==> config.mk <==
export PLATFORM = sky130hd
export DESIGN_NAME = hc4_ram_arbiter
export DESIGN_NICKNAME = d
export VERILOG_FILES = /design/src/rtl/hc4_ram_arbiter.sv
export SDC_FILE = /design/constraint.sdc
export NUM_CORES = 1
export LEC_CHECK = 0
export ABC_AREA = 0
export CORE_MARGIN = 8
export CORE_UTILIZATION = 46
export DETAILED_ROUTE_END_ITERATION = 8
export PLACE_DENSITY = 0.95
export SETUP_SLACK_MARGIN = 0.15
export SKIP_CTS_REPAIR_TIMING = 1
export SLEW_MARGIN = 20
export SYNTH_ARGS = -nofsm -noshare
export SYNTH_HDL_FRONTEND = slang
export SYNTH_SLANG_ARGS = --single-unit
==> constraint.sdc <==
create_clock -name clk -period 5.2 [get_ports clk]
set_input_delay 1.04 -clock clk [delete_from_list [all_inputs] [get_ports clk]]
set_output_delay 1.04 -clock clk [all_outputs]
set_load 0.1 [all_outputs]
==> src/rtl/hc4_ram_arbiter.sv <==
`default_nettype none
// ============================================================================
//  Module   : hc4_ram_arbiter
//  Purpose  : Two-port arbiter and strobe sequencer for the HC4 external RAM
//             bus (8-bit address, 4-bit data). Port 0 is the CPU core, port 1
//             a secondary master (loader / debug / DMA). Generates registered
//             nRAM_RD / nRAM_WR strobes with programmable setup, strobe and
//             hold lengths and returns a one-cycle ack to the winner.
//  Ports    : clk, rst                  - clock, async active-high reset
//             p{0,1}_req/we/addr/wdata  - requester inputs (held until ack)
//             p{0,1}_rdata, p{0,1}_ack  - read data (held), completion pulse
//             grant, busy               - current owner (one-hot), not idle
//             ram_addr, ram_dq_out,
//             ram_dq_oe, ram_dq_in      - RAM address / data bus
//             nRAM_RD, nRAM_WR          - active-low strobes
//  Revision : 1.0 - initial release
// ============================================================================
module hc4_ram_arbiter #(
  parameter int SETUP_CYC  = 1,
  parameter int STROBE_CYC = 2,
  parameter int HOLD_CYC   = 1,
  parameter int FIXED_PRI  = 0
) (
  input  logic       clk,
  input  logic       rst,
  input  logic       p0_req,
  input  logic       p0_we,
  input  logic [7:0] p0_addr,
  input  logic [3:0] p0_wdata,
  output logic [3:0] p0_rdata,
  output logic       p0_ack,
  input  logic       p1_req,
  input  logic       p1_we,
  input  logic [7:0] p1_addr,
  input  logic [3:0] p1_wdata,
  output logic [3:0] p1_rdata,
  output logic       p1_ack,
  output logic [1:0] grant,
  output logic       busy,
  output logic [7:0] ram_addr,
  output logic [3:0] ram_dq_out,
  output logic       ram_dq_oe,
  input  logic [3:0] ram_dq_in,
  output logic       nRAM_RD,
  output logic       nRAM_WR
);

  // A strobe length of zero would never assert the strobe, so it is bumped to 1.
  localparam logic [2:0] SETUP_LEN  = 3'(SETUP_CYC);
  localparam logic [2:0] STROBE_LEN = (STROBE_CYC == 0) ? 3'd1 : 3'(STROBE_CYC);
  localparam logic [2:0] HOLD_LEN   = 3'(HOLD_CYC);
  localparam bit         FIXED      = (FIXED_PRI != 0);

  typedef enum logic [2:0] {
    S_IDLE   = 3'd0,
    S_SETUP  = 3'd1,
    S_STROBE = 3'd2,
    S_HOLD   = 3'd3,
    S_ACK    = 3'd4
  } state_t;

  state_t     state;
  state_t     state_nxt;
  logic [2:0] cnt;
  logic [2:0] cnt_nxt;
  logic       cur_we;
  logic       we_nxt;
  logic       last_grant;   // 1 = port 1 owned the previous transaction
  logic       win1;         // arbitration result: 1 = port 1 wins
  logic       start;        // a transaction is granted on this edge
  logic       strobing_nxt;
  logic       active_nxt;

  // Arbitration. Only meaningful when at least one request is present.
  always_comb begin
    win1 = 1'b0;
    if (FIXED) begin
      win1 = !p0_req;
    end else if (p0_req && p1_req) begin
      win1 = !last_grant;
    end else begin
      win1 = !p0_req;
    end
  end

  // Next-state logic; the down-counter is loaded with length-1 on entry to
  // each timed phase and the phase ends when it reads zero.
  always_comb begin
    state_nxt = state;
    cnt_nxt   = cnt;
    start     = 1'b0;
    case (state)
      S_IDLE: begin
        if (p0_req || p1_req) begin
          start = 1'b1;
          if (SETUP_LEN == 3'd0) begin
            state_nxt = S_STROBE;
            cnt_nxt   = STROBE_LEN - 3'd1;
          end else begin
            state_nxt = S_SETUP;
            cnt_nxt   = SETUP_LEN - 3'd1;
          end
        end
      end
      S_SETUP: begin
        if (cnt == 3'd0) begin
          state_nxt = S_STROBE;
          cnt_nxt   = STROBE_LEN - 3'd1;
        end else begin
          cnt_nxt = cnt - 3'd1;
        end
      end
      S_STROBE: begin
        if (cnt == 3'd0) begin
          if (HOLD_LEN == 3'd0) begin
            state_nxt = S_ACK;
          end else begin
            state_nxt = S_HOLD;
            cnt_nxt   = HOLD_LEN - 3'd1;
          end
        end else begin
          cnt_nxt = cnt - 3'd1;
        end
      end
      S_HOLD: begin
        if (cnt == 3'd0) begin
          state_nxt = S_ACK;
        end else begin
          cnt_nxt = cnt - 3'd1;
        end
      end
      S_ACK:   state_nxt = S_IDLE;
      default: state_nxt = S_IDLE;
    endcase
  end

  // Bus outputs are registered from the next state so every strobe edge
  // coincides with a clock edge and cannot glitch.
  always_comb begin
    we_nxt       = start ? (win1 ? p1_we : p0_we) : cur_we;
    strobing_nxt = (state_nxt == S_STROBE);
    active_nxt   = (state_nxt == S_SETUP) || (state_nxt == S_STROBE) ||
                   (state_nxt == S_HOLD);
  end

  always_ff @(posedge clk or posedge rst) begin
    if (rst) begin
      state <= S_IDLE;
      cnt   <= 3'd0;
    end else begin
      state <= state_nxt;
      cnt   <= cnt_nxt;
    end
  end

  always_ff @(posedge clk or posedge rst) begin
    if (rst) begin
      cur_we     <= 1'b0;
      last_grant <= 1'b1;
      grant      <= 2'b00;
      ram_addr   <= 8'h00;
      ram_dq_out <= 4'h0;
      ram_dq_oe  <= 1'b0;
      nRAM_RD    <= 1'b1;
      nRAM_WR    <= 1'b1;
      p0_ack     <= 1'b0;
      p1_ack     <= 1'b0;
      p0_rdata   <= 4'h0;
      p1_rdata   <= 4'h0;
    end else begin
      cur_we    <= we_nxt;
      nRAM_RD   <= !(strobing_nxt && !we_nxt);
      nRAM_WR   <= !(strobing_nxt && we_nxt);
      ram_dq_oe <= active_nxt && we_nxt;
      // grant still names the owner on the edge that enters ACK.
      p0_ack    <= (state_nxt == S_ACK) && grant[0];
      p1_ack    <= (state_nxt == S_ACK) && grant[1];
      if (start) begin
        ram_addr   <= win1 ? p1_addr : p0_addr;
        ram_dq_out <= win1 ? p1_wdata : p0_wdata;
        grant      <= win1 ? 2'b10 : 2'b01;
        last_grant <= win1;
      end else if ((state_nxt == S_ACK) || (state_nxt == S_IDLE)) begin
        grant <= 2'b00;
      end
      // Read data is taken on the edge that ends the strobe.
      if ((state == S_STROBE) && (state_nxt != S_STROBE) && !cur_we) begin
        if (grant[0]) p0_rdata <= ram_dq_in;
        if (grant[1]) p1_rdata <= ram_dq_in;
      end
    end
  end

  assign busy = (state != S_IDLE);

endmodule
`default_nettype wire
==> metrics <==
outcome=completed; core outline area=0.00328 mm²; net total in the final layout=229; post-synthesis average cell area=about 12 µm²; Worst-path clk slew=~0.1 ns; pin count of the biggest net entering global routing=36; final setup TNS=0 ns; average wire per cell in the routed design=~15 µm; top-level I/O count=62; placement row count=21; proportion of layout cells with a drive suffix above 1=5.67%; worst hold margin=about 0.50 ns; first-pass GRT wire length=6000 µm; final hold vios=0; Synth-to-Final Area Change=44.0%; die height=approximately 74 µm; number of enable flip-flop cells after synthesis=0; post-route cell area=0.00223 mm²; number of input and output port buffers inserted=61; number of levels the H-tree was split into=2; endpoint kind of the worst setup timing path=output port; fill cell instance count of the final layout=around 260; vias in the first global route=1,244; sinks on the clock net=35; most common cell after layout, fill and taps aside=sky130_fd_sc_hd__clkdlybuf4s50_1; Syn Nets=roughly 170; Synth Cell Area=0.00155 mm²; final setup skew=approximately 0.0048 ns; Yosys cell types=33; gp weighted congestion=0.887; Overall Global Routing Usage=14.6%; buffer depth of the longest clock path=2; worst-skew pair later-pin latency=between 0.3 and 0.4 ns; RSZ-0062 raised after global routing=no; Detail Placement HPWL=roughly 2900 µm; number of synthesis warnings=0; dominant delay contributor by cell family on the critical path=buffers and inverters; final period utilization=around 64%; total length of routed wires=approximately 3700 µm; global-route track usage on met1=16.7%; maximum operating frequency=about 300 MHz; number of inserted diodes=0; per-cell via count in the routed design=roughly 5.3; Die Wd=approximately 74 µm; highest fanout seen on the critical path=13; arrival time of the worst setup path=around 2.3 ns; number of nets with antenna violations after detailed routing=0; master cell of the clock root buffer=sky130_fd_sc_hd__clkbuf_4; max-slew violations=0; master of the slowest instance on the critical path=sky130_fd_sc_hd__clkdlybuf4s50_1; type of the worst setup path=reg2out; commonest cells after routing, fill and taps aside=sky130_fd_sc_hd__clkdlybuf4s50_1 (61), sky130_fd_sc_hd__dfrtp_1 (32), sky130_fd_sc_hd__inv_1 (18); Post-synth top flop=sky130_fd_sc_hd__dfrtp_1; sequential share of the synthesized area=a little under three fifths; type of the most critical hold path=reg2reg; Remaining Overflow, GRT=0; crit path cell chain=nor3_4, inv_1, clkdlybuf4s50_1; FFs w/ async S/R, synth=100%; area of all sequential standard cells=880 µm²; met3 demand-to-capacity share in global routing=under 10%; number of DRC violations after detailed-routing iteration 0=a little over 80; final critical-path required period=3.31 ns; clock tree from TritonCTS=yes; data required time of the critical path=~4.2 ns; area taken by multi-input logic gates=between 500 and 600 µm²; GRT busiest layer=met2; via count of the routed design=roughly 1,300; critical path buffer and inverter count=2; Slew headroom=around 25%; delay of the slowest cell on the worst path=1.14 ns; post-synthesis cell count=roughly 130; Initial Util=47.1%; met2 track demand over resource=between 20% and 30%; setup violation total in the final timing report=0; Critical Path Source Type=flop; flops & latches, synth=35; number of clock buffers inserted by TritonCTS=5; DRC viols=0; max cap viols=0; Worst-Margin Slew=~1.1 ns; area of the die=roughly 0.0055 mm²; cell area reported after detailed placement=approximately 0.0022 mm²; number of detailed-route iterations in the first pass=7; initial antenna violation count=0
[worst paths after layout]
path | startpoint | endpoint | slack [ns] | cells past startpoint
worst max-delay path | state[0]$_DFF_PP0_ | busy | 1.89 | 3
worst min-delay path | p1_rdata[3]$_DFFE_PP0P_ | p1_rdata[3]$_DFFE_PP0P_ | 0.50 | 1
worst max register to register | state[0]$_DFF_PP0_ | ram_dq_oe$_DFF_PP0_ | 3.12 | 4
worst min register to register | p1_rdata[3]$_DFFE_PP0P_ | p1_rdata[3]$_DFFE_PP0P_ | 0.50 | 1
max in group asynchronous | rst | nRAM_WR$_DFF_PP1_ | 3.77 | 3
min in group asynchronous | rst | ram_addr[7]$_DFFE_PP0P_ | 1.09 | 3
[state kept, by name, summed over array words and instances, names as in the netlist, 2 cells and up]
signal / count
state: 3
p0_rdata: 4
p1_rdata: 4
ram_dq_out: 4
grant: 2
cnt: 3
ram_addr: 8
[logic make-up after synthesis]
kind of cell / synth area share, %
buffers and inverters: 7.28
muxes: 7.12
AOI/OAI and AO/OA: 15.0
and+or+nand+nor: 10.8
adders and majority gates: 2.91
DFF: 56.9
[cells in the mapped netlist, drive strengths merged, types with 2 or more instances]
master	instances	area [µm²]
dfstp	3	78.8
mux2	8	90.1
nand3b	2	15.0
clkbuf	2	8.75
nand2	7	26.3
a222oi	13	130
nor3b	2	15.0
dfrtp	32	801
buf	6	36.3
o21ai	2	10.0
and2	2	12.5
nand2b	3	18.8
inv	18	67.6
a21oi	4	20.0
nor2	6	22.5
a21o	3	22.5
mux2i	2	20.0
ha	2	25.0
maj3	2	20.0
and3	3	18.8
[stage by stage]
stage               setup WS [ns]  util, %  cells
CTS                          1.88     67.8    240
global placement             2.24     66.3    232
floorplan                    3.08        -    132
global route                 1.77     67.8    240
finish                       1.89     67.8    240
detailed placement           2.22     66.3    232
[metal layers]
| metal | part of all wire (%) | up-vias |
|---|---|---|
| met5 | 0 | - |
| met4 | 0.67 | 0 |
| met3 | 9.9 | 2 |
| met2 | 50 | 57 |
| met1 | 39 | 603 |
| li1 | - | 598 |
[final cells by class]
class                      count  share of cell area [%]
clock inverter                 1                   0.225
clock buffer                   7                    2.02
inverter                      18                    3.03
sequential                    35                    39.5
tap                           46                    2.58
timing repair buffer          62                    27.8
multi-input combinational     71                    24.9
[worst reg2reg max path: cells and delay by family, from the launching register on]
kind,cells,cell delay [ns]
AO/OA/AOI/OAI,2,1.00
flip-flops,1,0.54
AND/OR/NAND/NOR,2,0.41
Power is left out: the tool's default activity adds up to more than one toggle a clock period on the data nets, which glitch-free logic cannot reach.
